===== src/rtl/temp_bcd_conv.sv =====
// temp_bcd_conv: ADC code * SCALE saturated at 9999 and converted to packed BCD; ports clk, rst, sample_valid, sample[7:0] in; busy, bcd_valid, bcd[15:0], over out
module temp_bcd_conv #(
  parameter logic [7:0] SCALE = 8'd100
) (
  input  logic        clk,
  input  logic        rst,
  input  logic        sample_valid,
  input  logic [7:0]  sample,
  output logic        busy,
  output logic        bcd_valid,
  output logic [15:0] bcd,
  output logic        over
);
  typedef enum logic [2:0] {IDLE, MUL, SAT, DAB, DONE} state_t;
  state_t state, nxt;
  logic [7:0]  smp, pend, start_smp;
  logic        pend_v, ovf, start, stash;
  logic [15:0] acc;
  logic [3:0]  cnt;
  logic [29:0] dd, dd_adj;
  always_ff @(posedge clk)
    if (rst) state <= IDLE;
    else state <= nxt;
  always_comb begin
    nxt = state;
    case (state)
      IDLE:    nxt = sample_valid ? MUL : IDLE;
      MUL:     nxt = cnt == 4'd7 ? SAT : MUL;
      SAT:     nxt = DAB;
      DAB:     nxt = cnt == 4'd13 ? DONE : DAB;
      DONE:    nxt = (pend_v || sample_valid) ? MUL : IDLE;
      default: nxt = IDLE;
    endcase
  end
  always_comb begin
    start     = (state == IDLE && sample_valid) || (state == DONE && (pend_v || sample_valid));
    start_smp = sample_valid ? sample : pend;
    stash     = sample_valid && state != IDLE && state != DONE;
  end
  always_comb begin
    dd_adj = dd;
    for (int k = 0; k < 4; k++)
      dd_adj[14+4*k +: 4] = dd[14+4*k +: 4] >= 4'd5 ? dd[14+4*k +: 4] + 4'd3 : dd[14+4*k +: 4];
  end
  always_ff @(posedge clk)
    if (rst) begin
      smp       <= '0;
      pend      <= '0;
      pend_v    <= 1'b0;
      acc       <= '0;
      cnt       <= '0;
      dd        <= '0;
      ovf       <= 1'b0;
      busy      <= 1'b0;
      bcd_valid <= 1'b0;
      bcd       <= '0;
      over      <= 1'b0;
    end else begin
      busy      <= nxt != IDLE;
      bcd_valid <= state == DONE;
      if (stash) begin
        pend   <= sample;
        pend_v <= 1'b1;
      end else if (state == DONE) pend_v <= 1'b0;
      case (state)
        MUL: begin
          acc <= acc + (smp[cnt[2:0]] ? 16'(SCALE) << cnt[2:0] : 16'd0);
          cnt <= cnt + 4'd1;
        end
        SAT: begin
          ovf <= acc > 16'd9999;
          dd  <= {16'h0, acc > 16'd9999 ? 14'd9999 : acc[13:0]};
          cnt <= '0;
        end
        DAB: begin
          dd  <= dd_adj << 1;
          cnt <= cnt + 4'd1;
        end
        DONE: begin
          bcd  <= dd[29:14];
          over <= ovf;
        end
        default: ;
      endcase
      if (start) begin
        smp <= start_smp;
        acc <= '0;
        cnt <= '0;
      end
    end
endmodule


===== config.mk =====
export PLATFORM = sky130hd
export DESIGN_NAME = temp_bcd_conv
export DESIGN_NICKNAME = d
export VERILOG_FILES = /design/src/rtl/temp_bcd_conv.sv
export SDC_FILE = /design/constraint.sdc
export NUM_CORES = 1
export LEC_CHECK = 0
export BUFFER_PORTS_ARGS = -buffer_cell sky130_fd_sc_hd__buf_2
export CAP_MARGIN = 5
export CORE_ASPECT_RATIO = 0.5
export CORE_MARGIN = 10
export CORE_UTILIZATION = 35
export CTS_CLUSTER_DIAMETER = 150
export DETAILED_ROUTE_END_ITERATION = 8
export SKIP_CTS_REPAIR_TIMING = 1
export SLEW_MARGIN = 25
export SYNTH_ARGS = -nofsm -noshare
export SYNTH_HDL_FRONTEND = slang
export SYNTH_SLANG_ARGS = --single-unit

===== constraint.sdc =====
create_clock -name clk -period 3.4 [get_ports clk]
set_input_delay 0.34 -clock clk [delete_from_list [all_inputs] [get_ports clk]]
set_output_delay 0.34 -clock clk [all_outputs]
set_load 0.01 [all_outputs]

* After elaboration in Yosys (flattened, before gate mapping)
Index checks and enable logic that the tools add are counted.
Storage, ports and cells: flip-flop bits (word level) 90, input port bits 11, output and inout port bits 19, word-level logic and storage cells 64
Operators by class: add/subtract/negate cells 6, $lt $le $gt $ge 6, equality and inequality tests 7, shift-type cells 1, muxes and demuxes 18, reduce and logical (&&, ||, !) cells 14
Operators by type and width (count):
- 30-bit case mux with 2 select lines | 1
- 16-bit adder | 1
- 4-bit by 3-bit greater-or-equal comparator with 1-bit output (second input constant) | 4
- 16-bit by 14-bit greater-than comparator with 1-bit output (second input constant) | 1
- 16-bit 2-to-1 mux | 1
- 7-bit by 3-bit left shift with 16-bit output (first input constant) | 1
- 3-bit case mux with 5 select lines | 1
- 14-bit 2-to-1 mux | 1
- 4-bit by 2-bit adder with 4-bit output (second input constant) | 3
- 4-bit 2-to-1 mux | 3
- 8-bit 2-to-1 mux | 1
- 4-bit case mux with 2 select lines | 1
- 3-bit by 2-bit == test with 1-bit output (second input constant) | 2
- 3-bit 2-to-1 mux | 2
- 2-bit nonzero test | 3
- 3-bit nonzero test | 2
- 1-bit 2-to-1 mux | 5
- 4-bit by 1-bit adder with 4-bit output (second input constant) | 1
- 4-bit by 3-bit == test with 1-bit output (second input constant) | 1
- 4-bit == test (second input constant) | 1
- 1-bit logical AND | 4
- 3-bit by 4-bit < comparator with 1-bit output (second input constant) | 1
- 2-bit OR reduction | 2
- 3-bit by 2-bit adder with 3-bit output (second input constant) | 1
- 7 further kinds | 8

* Depth between registers and ports, before layout
depth after elaboration 4, gate-level depth with buffers 14, depth with buffers taken out 13

* Worst setup path after synthesis
No wires, ideal clock.
path type reg-to-reg, start point register cnt[1], end point register acc[14], setup time 66 ps, arrival time 2936 ps, required time 3334 ps, setup slack 398 ps, cell stages (with the launch flop) 13, path buffers 1, clock period less this slack 3002 ps, path through dfxtp_1 buf_2 mux4_2 mux2i_4 nor2_1 and2_1 ha_1 nor2b_1 o211ai_1 a211oi_2 a221oi_1 or3_1 a21oi_2
On the way: longest elaborated chain between the ends 4, elaborated cells between the ends (all ways) 5, classes of those cells add/sub (1); shift (1); mux (3)
RTL lines:
- start: declaration | RTL line 19 | logic [3:0] cnt;
- start signal: assignment | RTL line 68 | cnt <= cnt + 4'd1;
- start signal: assignment | RTL line 77 | cnt <= cnt + 4'd1;
- 1-bit binary-select mux with 3-bit select | RTL line 67 | acc <= acc + (smp[cnt[2:0]] ? 16'(SCALE) << cnt[2:0] : 16'd0);
- 1-bit 2-to-1 mux (not written as such) | RTL line 67
- 16-bit 2-to-1 mux * | RTL line 67
- 16-bit adder * | RTL line 67
- end signal: assignment | RTL line 67
- end: declaration | RTL line 18 | logic [15:0] acc;
Mark *: on every way between the ends. The rest lies on a longest branch, timed or not. The select of a mux whose other input is x is not followed. A chain may end at the register's enable or synchronous reset.

* Final worst setup path
Same ends and word-level chain as after synthesis.

==> results.ini <==
[logic_synthesis]
synthesized_area_fraction_occupied_by_and_or_nand_nor_cells_pct=19.8
ys_warn_count=0
edff_count_synth=0
synth-compound-area-share_pct=20.0
synth_xor_area_share_pct=2.35
post_synth_most_frequent_cells=sky130_fd_sc_hd__dfxtp_1, sky130_fd_sc_hd__nor2_1, sky130_fd_sc_hd__a21oi_1
synth_mux_area_share_pct=6.50
synthDominantCellAreaShare_pct=39.5
sequential_element_share_of_the_synthesized_area_pct=39.5
synth_cell_type_count=62
most_used_flip_flop_cell_after_synthesis=sky130_fd_sc_hd__dfxtp_1
netlist_area_um2=4460
number_of_nets_produced_by_synthesis=551
yosys-top-cells-area=sky130_fd_sc_hd__dfxtp_1, sky130_fd_sc_hd__ha_1, sky130_fd_sc_hd__nor2_1, sky130_fd_sc_hd__mux2i_1, sky130_fd_sc_hd__a21oi_1
synth.most_common_cell=sky130_fd_sc_hd__dfxtp_1
synth_seq_cells=88
postSynthCellCount=514
synth_adder_area_share_pct=7.46
synth_top_family_by_area=compound AO/OA/AOI/OAI gates
synth-async-reset-ratio_pct=0
synth_area_per_cell_um2=8.69
synth_top_cell_by_area=sky130_fd_sc_hd__dfxtp_1

[clock_tree]
cts.sink_count=88
htreeDepth=3
clock_insertion_delay_worst_skew_ps=340
numCtsBuffers=9
clock_tree_from_tritoncts=yes
clk_root_buffer_cell=sky130_fd_sc_hd__clkbuf_16
clk_pin_slew_worst_paths_ps=60
clk_path_buf_depth=2

[global_routing]
first_pass_grt_wire_length_um=16800
pin_count_of_the_biggest_net_entering_global_routing=35
grt_overflow=0
grt_usage_pct=11.0
number_of_antenna_violations_at_the_first_check_in_global_routing=0
grt_util_met2_pct=17.4
global_route.peak_usage_layer=met2
groute.layer.met3.usage_pct=2.23
first_global_vias=3388
grt_util_met1_pct=14.6

[setup_path]
cp_slowest_cell=sky130_fd_sc_hd__mux4_2
critPathLaunchType=flip-flop
worst_ep_arrival_ps=3390
crit_required_ps=3670
critical_path.max_fanout=10
timing.critical_path.max_delay_family=simple AND/OR/NAND/NOR gates
critical_path_buf_inv_count=0
setup.worst_path.class=flip-flop to flip-flop
cp_slowest_stage_delay_ps=570
worstPathCellList=mux4_2 -> mux2i_4 -> nor2_1 -> and2_1 -> ha_1 -> nor2b_1 -> o211ai_1 -> a211oi_2 -> a221oi_1 -> or3_1 -> a21oi_2
cp-end-kind=flip-flop

[floorplanning]
floorplan.initialDensity_pct=35.6
coreArea_um2=12600
die_y_um=99.9
io_pins=30
chip_width_um=180
floorplan.die_area_um2=17900
num_rows=29

[routing]
drt_wl_total_um=10100
num_vias=3687
wl_per_cell_um=14.3
detail_route.vias_per_cell=5.20
detail_route.iter0.violations=182
drcViolationCount=0
detail_route.first_pass.iterations=4
final_antenna_net_count=0

[sta]
finalHoldViolCount=0
final_total_negative_setup_slack_ps=0
worst_slew_margin_rel_pct=41.6
minimum_clock_period_after_layout_ps=3120
finalSetupViolCount=0
share_of_the_clock_period_used_by_the_worst_path_after_layout_pct=91.7
report.final.slew_viol_count=0
worst_margin_slew_ps=876
fin_skew_ps=4.59
maxClockFrequency_ghz=0.321
grt_setup_unrepaired=false

[layout]
diodes=0
syn2layout_area_growth_pct=14.0
finish.utilization_pct=40.5
layout_cells_sized_above_1_pct=13.4
nets=571

[place]
finalWeightedCongestion=0.847
port_buffers=29
dpl.hpwl_um=7110

[pwr]
ir_worst_vdd_uv=267
power_density_nw_per_um2=452
power_leakage_nw=2.00

[run]
max_cap_viol_count=0

[outcome]
status=complete, no violations

[worst_hold_path]
timing.hold.worst.class=input pin to flip-flop

report_power, final:
part / switching, mW / internal [mW]
combinational: 0.0943 / 0.0554
clock: 0.416 / 0.667
sequential: 0.0167 / 1.05
total: 0.527 / 1.77
placed cells by master, fill, tap and decap left out, types with 7 or more instances in the layout:
cell / instances
sky130_fd_sc_hd__ha_1: 25
sky130_fd_sc_hd__nor2_1: 64
sky130_fd_sc_hd__a22oi_1: 11
sky130_fd_sc_hd__a221oi_1: 7
sky130_fd_sc_hd__nor3_1: 23
sky130_fd_sc_hd__buf_2: 29
sky130_fd_sc_hd__o21ai_0: 19
sky130_fd_sc_hd__nand2_1: 37
sky130_fd_sc_hd__dfxtp_1: 86
sky130_fd_sc_hd__a22o_1: 17
sky130_fd_sc_hd__nand2b_1: 9
sky130_fd_sc_hd__xnor2_1: 8
sky130_fd_sc_hd__clkbuf_16: 9
sky130_fd_sc_hd__a21oi_1: 38
sky130_fd_sc_hd__mux2i_1: 20
sky130_fd_sc_hd__nor2b_1: 7
sky130_fd_sc_hd__buf_4: 10
sky130_fd_sc_hd__nand3_1: 18
sky130_fd_sc_hd__inv_1: 16
sky130_fd_sc_hd__a211oi_1: 10
final cells by class:
| cell class | count | area (µm²) |
|---|---|---|
| Fill cell | 1273 | 7470 |
| Multi-Input combinational cell | 379 | 2500 |
| Sequential cell | 88 | 1760 |
| Clock buffer | 12 | 246 |
| Timing Repair Buffer | 39 | 220 |
| Tap cell | 170 | 213 |
| Clock inverter | 4 | 76.3 |
| Inverter | 17 | 63.8 |
worst reg2reg max path: cells and delay by family, from the launching register on:
family / cells / cell delay [ps]
compound gates: 4 / 740
fa+ha+maj: 1 / 310
flops: 1 / 450
mux: 2 / 730
simple gates: 4 / 830
routing by layer:
metal,up-vias,wire (µm)
met3,10,393
met5,-,0
met1,1731,5190
met4,0,128
met2,62,4430
li1,1884,-
cells by family after synthesis:
family / after synthesis
adder cells (fa/ha/maj): 26
multiplexers: 25
AND/OR/NAND/NOR: 185
buffers and inverters: 47
XOR/XNOR: 12
AO/OA/AOI/OAI: 131
flip-flops: 88
sequential cells by signal, indices dropped and copies added (netlist names):
signal     flops
acc           14
bcd           16
bcd_valid      1
busy           1
cnt            4
dd            30
over           1
ovf            1
pend           8
pend_v         1
smp            8
state          3
through the flow:
step                hold slack [ps]  setup slack (ps)  instance area [µm²]  instances  total power, mW
global route                    244              56.3                 5090        709             2.39
floorplan                       432               398                 4460        514             1.20
detailed placement              446               182                 4760        693             1.24
global placement                442               296                 4760        693             1.24
CTS                             234               157                 5080        709             2.33
finish                          242               281                 5090        709             2.30
final timing paths:
| check | start | end | slack, ps | cells past startpoint |
|---|---|---|---|---|
| hold / removal | sample[0] | pend[0] | 240 | 3 |
| hold reg to reg | dd[10] | dd[10] | 460 | 2 |
| setup / recovery | cnt[1] | acc[14] | 280 | 11 |
| setup reg to reg | cnt[1] | acc[14] | 280 | 11 |
No activity file was read; power rests on OpenSTA's default activity.
